==> config.mk <==
export PLATFORM = sky130hd
export DESIGN_NAME = ext_bus_bridge
export DESIGN_NICKNAME = d
export VERILOG_FILES = /design/src/rtl/ext_bus_bridge.sv
export SDC_FILE = /design/constraint.sdc
export NUM_CORES = 1
export LEC_CHECK = 0
export CORE_MARGIN = 8
export CORE_UTILIZATION = 29
export DETAILED_ROUTE_END_ITERATION = 6
export PLACE_DENSITY = 0.59
export SLEW_MARGIN = 20
export SYNTH_ARGS = -nofsm -noshare
export SYNTH_HDL_FRONTEND = slang
export SYNTH_SLANG_ARGS = --single-unit
==> constraint.sdc <==
create_clock -name clk -period 5.7 [get_ports clk]
set_input_delay 0.57 -clock clk [delete_from_list [all_inputs] [get_ports clk]]
set_output_delay 0.57 -clock clk [all_outputs]
set_load 0.02 [all_outputs]
==> src/rtl/ext_bus_bridge.sv <==
// CPU-to-external byte bus bridge: multiplexes address latching, read and write
// strobes for an 8-bit external RAM/ROM bus behind a wider CPU word interface.
module ext_bus_bridge #(
  parameter int unsigned ADDR_BYTES  = 3,
  parameter int unsigned DATA_BYTES  = 4,
  parameter int unsigned WAIT_CYCLES = 1
) (
  input  logic                    clk,
  input  logic                    rst,
  input  logic [8*ADDR_BYTES-1:0] address,
  input  logic                    read,
  input  logic                    write,
  input  logic [8*DATA_BYTES-1:0] dataIn,
  input  logic [2:0]              byteCount,
  output logic [8*DATA_BYTES-1:0] dataOut,
  output logic                    dataOutReady,
  output logic                    dataInReady,
  output logic [7:0]              io_out,
  output logic                    io_oe,
  input  logic [7:0]              io_in,
  output logic [ADDR_BYTES-1:0]   addr_latch,
  output logic                    ram_ce,
  output logic                    ram_rd,
  output logic                    ram_wr,
  output logic                    rom_ce,
  output logic                    rom_rd,
  output logic                    busy
);

  localparam int unsigned ADDR_W = 8 * ADDR_BYTES;
  localparam int unsigned DATA_W = 8 * DATA_BYTES;

  typedef logic [ADDR_BYTES-1:0][7:0] shadow_t;

  typedef enum logic [2:0] {
    IDLE, ADDR, RD_WAIT, RD_CAP, WR_STB, WR_HOLD, DONE
  } state_t;

  function automatic logic [7:0] addr_byte(input logic [ADDR_W-1:0] a, input int unsigned k);
    return 8'(a >> (8 * k));
  endfunction

  function automatic int unsigned lowest_set(input logic [ADDR_BYTES-1:0] m);
    int unsigned r;
    r = 0;
    for (int unsigned j = ADDR_BYTES; j > 0; j--) begin
      if (m[j-1]) r = j - 1;
    end
    return r;
  endfunction

  function automatic logic [ADDR_BYTES-1:0] onehot(input int unsigned k);
    logic [ADDR_BYTES-1:0] r;
    r = '0;
    for (int unsigned j = 0; j < ADDR_BYTES; j++) begin
      if (j == k) r[j] = 1'b1;
    end
    return r;
  endfunction

  // Address bytes that must be re-latched: all when the shadow is invalid.
  function automatic logic [ADDR_BYTES-1:0] diff_mask(input logic [ADDR_W-1:0] a,
                                                       input shadow_t sh, input logic vld);
    logic [ADDR_BYTES-1:0] r;
    for (int unsigned j = 0; j < ADDR_BYTES; j++) begin
      r[j] = !vld || (addr_byte(a, j) != sh[j]);
    end
    return r;
  endfunction

  state_t                r_state, n_state;
  logic                  r_armed, n_armed;
  logic                  r_is_read, n_is_read;
  logic                  r_is_rom, n_is_rom;
  logic [ADDR_W-1:0]     r_base, n_base;
  logic [2:0]            r_count, n_count;
  logic [2:0]            r_idx, n_idx;
  logic [DATA_W-1:0]     r_wdata, n_wdata;
  logic [DATA_W-1:0]     r_rdata, n_rdata;
  shadow_t               r_shadow, n_shadow;
  logic                  r_shadow_vld, n_shadow_vld;
  logic [ADDR_BYTES-1:0] r_mask, n_mask;
  logic [3:0]            r_cnt, n_cnt;

  logic [7:0]            r_io_out, n_io_out;
  logic                  r_io_oe, n_io_oe;
  logic [ADDR_BYTES-1:0] r_latch, n_latch;
  logic                  r_ram_ce, n_ram_ce;
  logic                  r_ram_rd, n_ram_rd;
  logic                  r_ram_wr, n_ram_wr;
  logic                  r_rom_ce, n_rom_ce;
  logic                  r_rom_rd, n_rom_rd;
  logic                  r_out_rdy, n_out_rdy;
  logic                  r_in_rdy, n_in_rdy;
  logic                  r_busy, n_busy;

  logic [2:0]            w_bc;
  int unsigned           w_k;
  int unsigned           w_nk;
  logic [ADDR_W-1:0]     w_cur;
  logic [ADDR_W-1:0]     w_next_addr;
  logic [ADDR_W-1:0]     w_n_addr;
  logic                  w_last;

  always_ff @(posedge clk) begin
    if (rst) begin
      r_state      <= IDLE;
      r_armed      <= 1'b1;
      r_is_read    <= 1'b0;
      r_is_rom     <= 1'b0;
      r_base       <= '0;
      r_count      <= 3'd1;
      r_idx        <= 3'd0;
      r_wdata      <= '0;
      r_rdata      <= '0;
      r_shadow     <= '0;
      r_shadow_vld <= 1'b0;
      r_mask       <= '0;
      r_cnt        <= 4'd0;
      r_io_out     <= 8'd0;
      r_io_oe      <= 1'b0;
      r_latch      <= '0;
      r_ram_ce     <= 1'b0;
      r_ram_rd     <= 1'b0;
      r_ram_wr     <= 1'b0;
      r_rom_ce     <= 1'b0;
      r_rom_rd     <= 1'b0;
      r_out_rdy    <= 1'b0;
      r_in_rdy     <= 1'b0;
      r_busy       <= 1'b0;
    end else begin
      r_state      <= n_state;
      r_armed      <= n_armed;
      r_is_read    <= n_is_read;
      r_is_rom     <= n_is_rom;
      r_base       <= n_base;
      r_count      <= n_count;
      r_idx        <= n_idx;
      r_wdata      <= n_wdata;
      r_rdata      <= n_rdata;
      r_shadow     <= n_shadow;
      r_shadow_vld <= n_shadow_vld;
      r_mask       <= n_mask;
      r_cnt        <= n_cnt;
      r_io_out     <= n_io_out;
      r_io_oe      <= n_io_oe;
      r_latch      <= n_latch;
      r_ram_ce     <= n_ram_ce;
      r_ram_rd     <= n_ram_rd;
      r_ram_wr     <= n_ram_wr;
      r_rom_ce     <= n_rom_ce;
      r_rom_rd     <= n_rom_rd;
      r_out_rdy    <= n_out_rdy;
      r_in_rdy     <= n_in_rdy;
      r_busy       <= n_busy;
    end
  end

  // Next state, then outputs derived from the next state so every output is a flop.
  always_comb begin
    n_state      = r_state;
    n_armed      = r_armed | (~read & ~write);
    n_is_read    = r_is_read;
    n_is_rom     = r_is_rom;
    n_base       = r_base;
    n_count      = r_count;
    n_idx        = r_idx;
    n_wdata      = r_wdata;
    n_rdata      = r_rdata;
    n_shadow     = r_shadow;
    n_shadow_vld = r_shadow_vld;
    n_mask       = r_mask;
    n_cnt        = r_cnt;

    w_bc = (byteCount == 3'd0) ? 3'd1 :
           (byteCount > 3'(DATA_BYTES)) ? 3'(DATA_BYTES) : byteCount;
    w_k         = lowest_set(r_mask);
    w_cur       = r_base + ADDR_W'(r_idx);
    w_next_addr = r_base + ADDR_W'(r_idx + 3'd1);
    w_last      = (r_idx == r_count - 3'd1);

    case (r_state)
      IDLE: begin
        if (r_armed && (read || write)) begin
          n_armed   = 1'b0;
          n_is_read = read;
          n_is_rom  = address[ADDR_W-1];
          n_base    = address;
          n_count   = w_bc;
          n_idx     = 3'd0;
          n_wdata   = dataIn;
          if (read) n_rdata = '0;
          if (!read && address[ADDR_W-1]) begin
            n_state = DONE;
          end else begin
            n_state = ADDR;
            n_mask  = '1;
          end
        end
      end
      ADDR: begin
        for (int unsigned j = 0; j < ADDR_BYTES; j++) begin
          if (j == w_k) n_shadow[j] = addr_byte(w_cur, j);
        end
        n_shadow_vld = 1'b1;
        n_mask       = r_mask & ~onehot(w_k);
        if (n_mask == '0) begin
          if (r_is_read) begin
            if (WAIT_CYCLES == 0) begin
              n_state = RD_CAP;
            end else begin
              n_state = RD_WAIT;
              n_cnt   = 4'(WAIT_CYCLES - 1);
            end
          end else begin
            n_state = WR_STB;
            n_cnt   = 4'(WAIT_CYCLES);
          end
        end
      end
      RD_WAIT: begin
        if (r_cnt == 4'd0) n_state = RD_CAP;
        else               n_cnt   = r_cnt - 4'd1;
      end
      WR_STB: begin
        if (r_cnt == 4'd0) n_state = WR_HOLD;
        else               n_cnt   = r_cnt - 4'd1;
      end
      RD_CAP, WR_HOLD: begin
        if (r_state == RD_CAP) begin
          for (int unsigned j = 0; j < DATA_BYTES; j++) begin
            if (j == 32'(r_idx)) n_rdata[8*j +: 8] = io_in;
          end
        end
        if (w_last) begin
          n_state = DONE;
        end else begin
          n_idx   = r_idx + 3'd1;
          n_mask  = diff_mask(w_next_addr, n_shadow, n_shadow_vld);
          n_state = ADDR;
        end
      end
      DONE:    n_state = IDLE;
      default: n_state = IDLE;
    endcase

    n_io_out  = 8'd0;
    n_io_oe   = 1'b0;
    n_latch   = '0;
    n_ram_ce  = 1'b0;
    n_ram_rd  = 1'b0;
    n_ram_wr  = 1'b0;
    n_rom_ce  = 1'b0;
    n_rom_rd  = 1'b0;
    n_out_rdy = 1'b0;
    n_in_rdy  = 1'b0;
    n_busy    = (n_state != IDLE);
    w_n_addr  = n_base + ADDR_W'(n_idx);
    w_nk      = lowest_set(n_mask);

    case (n_state)
      ADDR: begin
        n_latch  = onehot(w_nk);
        n_io_out = addr_byte(w_n_addr, w_nk);
        n_io_oe  = 1'b1;
      end
      RD_WAIT, RD_CAP: begin
        n_rom_ce = n_is_rom;
        n_rom_rd = n_is_rom;
        n_ram_ce = !n_is_rom;
        n_ram_rd = !n_is_rom;
      end
      WR_STB, WR_HOLD: begin
        n_io_out = 8'(n_wdata >> {n_idx, 3'b000});
        n_io_oe  = 1'b1;
        n_ram_ce = 1'b1;
        n_ram_wr = (n_state == WR_STB);
      end
      DONE: begin
        n_out_rdy = n_is_read;
        n_in_rdy  = !n_is_read;
      end
      default: ;
    endcase
  end

  assign dataOut      = r_rdata;
  assign dataOutReady = r_out_rdy;
  assign dataInReady  = r_in_rdy;
  assign io_out       = r_io_out;
  assign io_oe        = r_io_oe;
  assign addr_latch   = r_latch;
  assign ram_ce       = r_ram_ce;
  assign ram_rd       = r_ram_rd;
  assign ram_wr       = r_ram_wr;
  assign rom_ce       = r_rom_ce;
  assign rom_rd       = r_rom_rd;
  assign busy         = r_busy;

endmodule
==> run metrics <==
Hold Slack=approximately 0.46 ns; Avg Synthesized Cell Area=around 8 sq um; Power Total=between 4 and 5 mW; Slew headroom=26.35%; largest family of logic cells by synthesized area=simple AND/OR/NAND/NOR gates; cts hold-fix bufs=0; number of synthesized flops with an enable pin=0; Final min period=between 4 and 5 ns; sequential share of the synthesized area=between 30% and 40%; Crit Path Category=flop to flop; adder-cell share of the synthesized area=under 10%; critical-path cell list=xor2_1 > and2_1 > nand2b_1 > nand3_1 > and2_1 > inv_1 > ha_1 > nand3_1 > and2_1 > a21oi_1 > nand4_1 > xor2_1 > a21oi_1 > mux2i_1 > nor3_1 > a311o_1; CP dominant cell by count=and2_1; synthesis warning total=0; gpl congestion=approximately 0.88; CTS root buf=clkbuf_16; number of global-route vias before repair=~7600; IO Pins=123; GRT Overall Usage=approximately 15%; Clk Latency, worst-skew pair=approximately 0.43 ns; largest net degree at the start of global routing=76; Slowest cell on crit path=dfxtp_1; outcome=complete, no violations; Synth Area in Simple Gates=24.11%; Cell Area, Synth=about 8600 sq um; commonest non-fill, non-tap cell in the layout=nand2_1; Pwr Density=approximately 460 nW/um^2; CTS sink count=between 150 and 200; Tcrit/Tclk final=85.57%; Top FF cell, synth=dfxtp_1; Setup Total Neg Slack=0 ns; Hold/Removal Path Class=flop to flop; CP Capture Type=flop; PortBufs=between 100 and 150; commonest non-fill, non-tap cells in the layout=152 x nand2_1, 151 x dfxtp_1, 131 x nor2_1; TritonCTS clock tree=done; initial antenna violation count=1; first-pass GRT wire length=between 40000 and 50000 um; DR iter-0 viols=roughly 470; Final Hold Fails=0; CTS Buf Count=17; CP max FO=13; worst path required time=6.02 ns; Pleak=between 3 and 4 nW; nets=roughly 1200; DPL Wire Length=roughly 21000 um; startpoint types=flop; syn nets=roughly 1100; Die X=approximately 190 um; post-CTS setup buffers=0; crit path DAT=between 5 and 6 ns; Worst path max stage delay=around 0.63 ns; vias per cell=5.017; Final Core Density=36.16%; Clock transition at path regs=0.07 ns; CTS H-tree depth=4; max-cap check violation count=0; #FFs+latches synth=151; worst-margin pin slew=about 1.1 ns; Post-Synthesis Cells=approximately 1000; share of layout cells above drive strength 1=6.585%; Initial Util=around 30%; highest clock rate=about 210 MHz; CTS max path bufs=2; Synth Area in Compound Gates=between 10 and 15%; GR Overflow Total=0; drt drc=0; height of the chip=~190 um; Synth cell types=83; Setup Skew=0.01812 ns; VDD IR max=268.8 uV; post-CTS resize count=0; mux cell area share after synthesis=approximately a tenth; via count=between 7000 and 8000; post-route ant nets=0; area added between synthesis and finish=23.89%; Rows=between 60 and 70; fillers=~3000; Max Slew Vio Count=0; RSZ-0062 raised after global routing=false; XOR/XNOR Fraction of Synth Area=9.488%; core box area=about 29000 sq um; DR pass1 iterations=5; Routed Wire Length=between 20000 and 30000 um; wire per inst=17.91 um; Async S/R FF share, synth=0%; die footprint=approximately 35000 sq um; final setup vio count=0
[layout make-up]
class                      instances  area (sq um)  share of cell area (%)
antenna                            1         2.502                 0.02360
clock buffer                      20         456.7                   4.307
clock inverter                    12         117.6                   1.109
inverter                          21         78.83                  0.7434
multi-input combinational        803          5142                   48.50
sequential                       151          3023                   28.51
tap                              390         488.0                   4.602
timing repair buffer             132          1294                   12.20
[worst max-delay path: cells and delay by family, from the launching register on]
family / cells / cell delay [ns]
AO/OA/AOI/OAI: 3 / 0.78
XOR/XNOR: 2 / 0.80
adder cells (fa/ha/maj): 1 / 0.38
buffers and inverters: 1 / 0.34
flip-flops: 1 / 0.63
multiplexers: 1 / 0.17
AND/OR/NAND/NOR: 8 / 1.67
[cells in the mapped netlist (all sizes together), types with 8 or more instances]
master	n	area (sq um)
a211oi	27	202.7
a21oi	70	354.1
a31oi	8	50.05
and2	8	50.05
and3	18	112.6
buf	32	195.2
clkbuf	39	146.4
dfxtp	151	3023
ha	14	175.2
inv	21	78.83
mux2i	67	670.6
nand2	153	574.3
nand3	28	145.1
nand4	14	108.9
nor2	133	501.7
nor2b	14	87.58
nor3	31	165.2
nor4	9	83.83
o21ai	18	93.84
or3	9	61.31
xnor2	54	473.0
xor2	36	315.3
[where the power goes]
group	switching, mW	internal [mW]	leakage [nW]
logic	1.31	0.857	2.35
clock network	0.481	0.629	0.270
registers	0.276	1.28	1.23
[metal layers]
metal	global-route usage (%)	vias up	routed length [um]
li1	-	3786	-
met1	19.31	3621	12380
met2	25.35	227	13240
met3	2.916	42	1230
met4	6.000	0	554
met5	0	-	0
[cells by family (layout without fill, tap and decap cells)]
family,after synthesis,in the layout
adders and majority gates,18,18
xor gates and xnor gates,91,91
buffers and inverters,92,185
and+or+nand+nor,439,439
AOI/OAI and AO/OA,179,179
other,0,1
muxes,76,76
DFF,151,151
[per-stage QoR]
step / worst slack [ns] / cells / area [sq um]
CTS: 0.9317 / 1529 / 10590
global placement: 1.107 / 1497 / 10010
global route: 0.4071 / 1530 / 10600
detailed placement: 0.9544 / 1497 / 10010
finish: 0.8227 / 1530 / 10600
floorplan: 1.761 / 1046 / 8558
[sequential cells by signal (all words and copies together) (netlist names), 3 cells and up]
name / cells
r_wdata: 32
r_idx: 3
io_out: 8
r_shadow: 24
r_base: 24
r_cnt: 4
r_mask: 3
r_state: 3
dataOut: 32
r_count: 3
addr_latch: 3
[path summary, 6_finish.rpt]
kind / slack (ns) / to / from / cells past startpoint
max: 0.82 / io_out[5] / r_state[2] / 16
min: 0.46 / r_count[1] / r_count[1] / 2
max reg2reg: 0.82 / io_out[5] / r_state[2] / 16
min reg2reg: 0.46 / r_count[1] / r_count[1] / 2
Note: power is estimated with default switching activity, not from simulation.
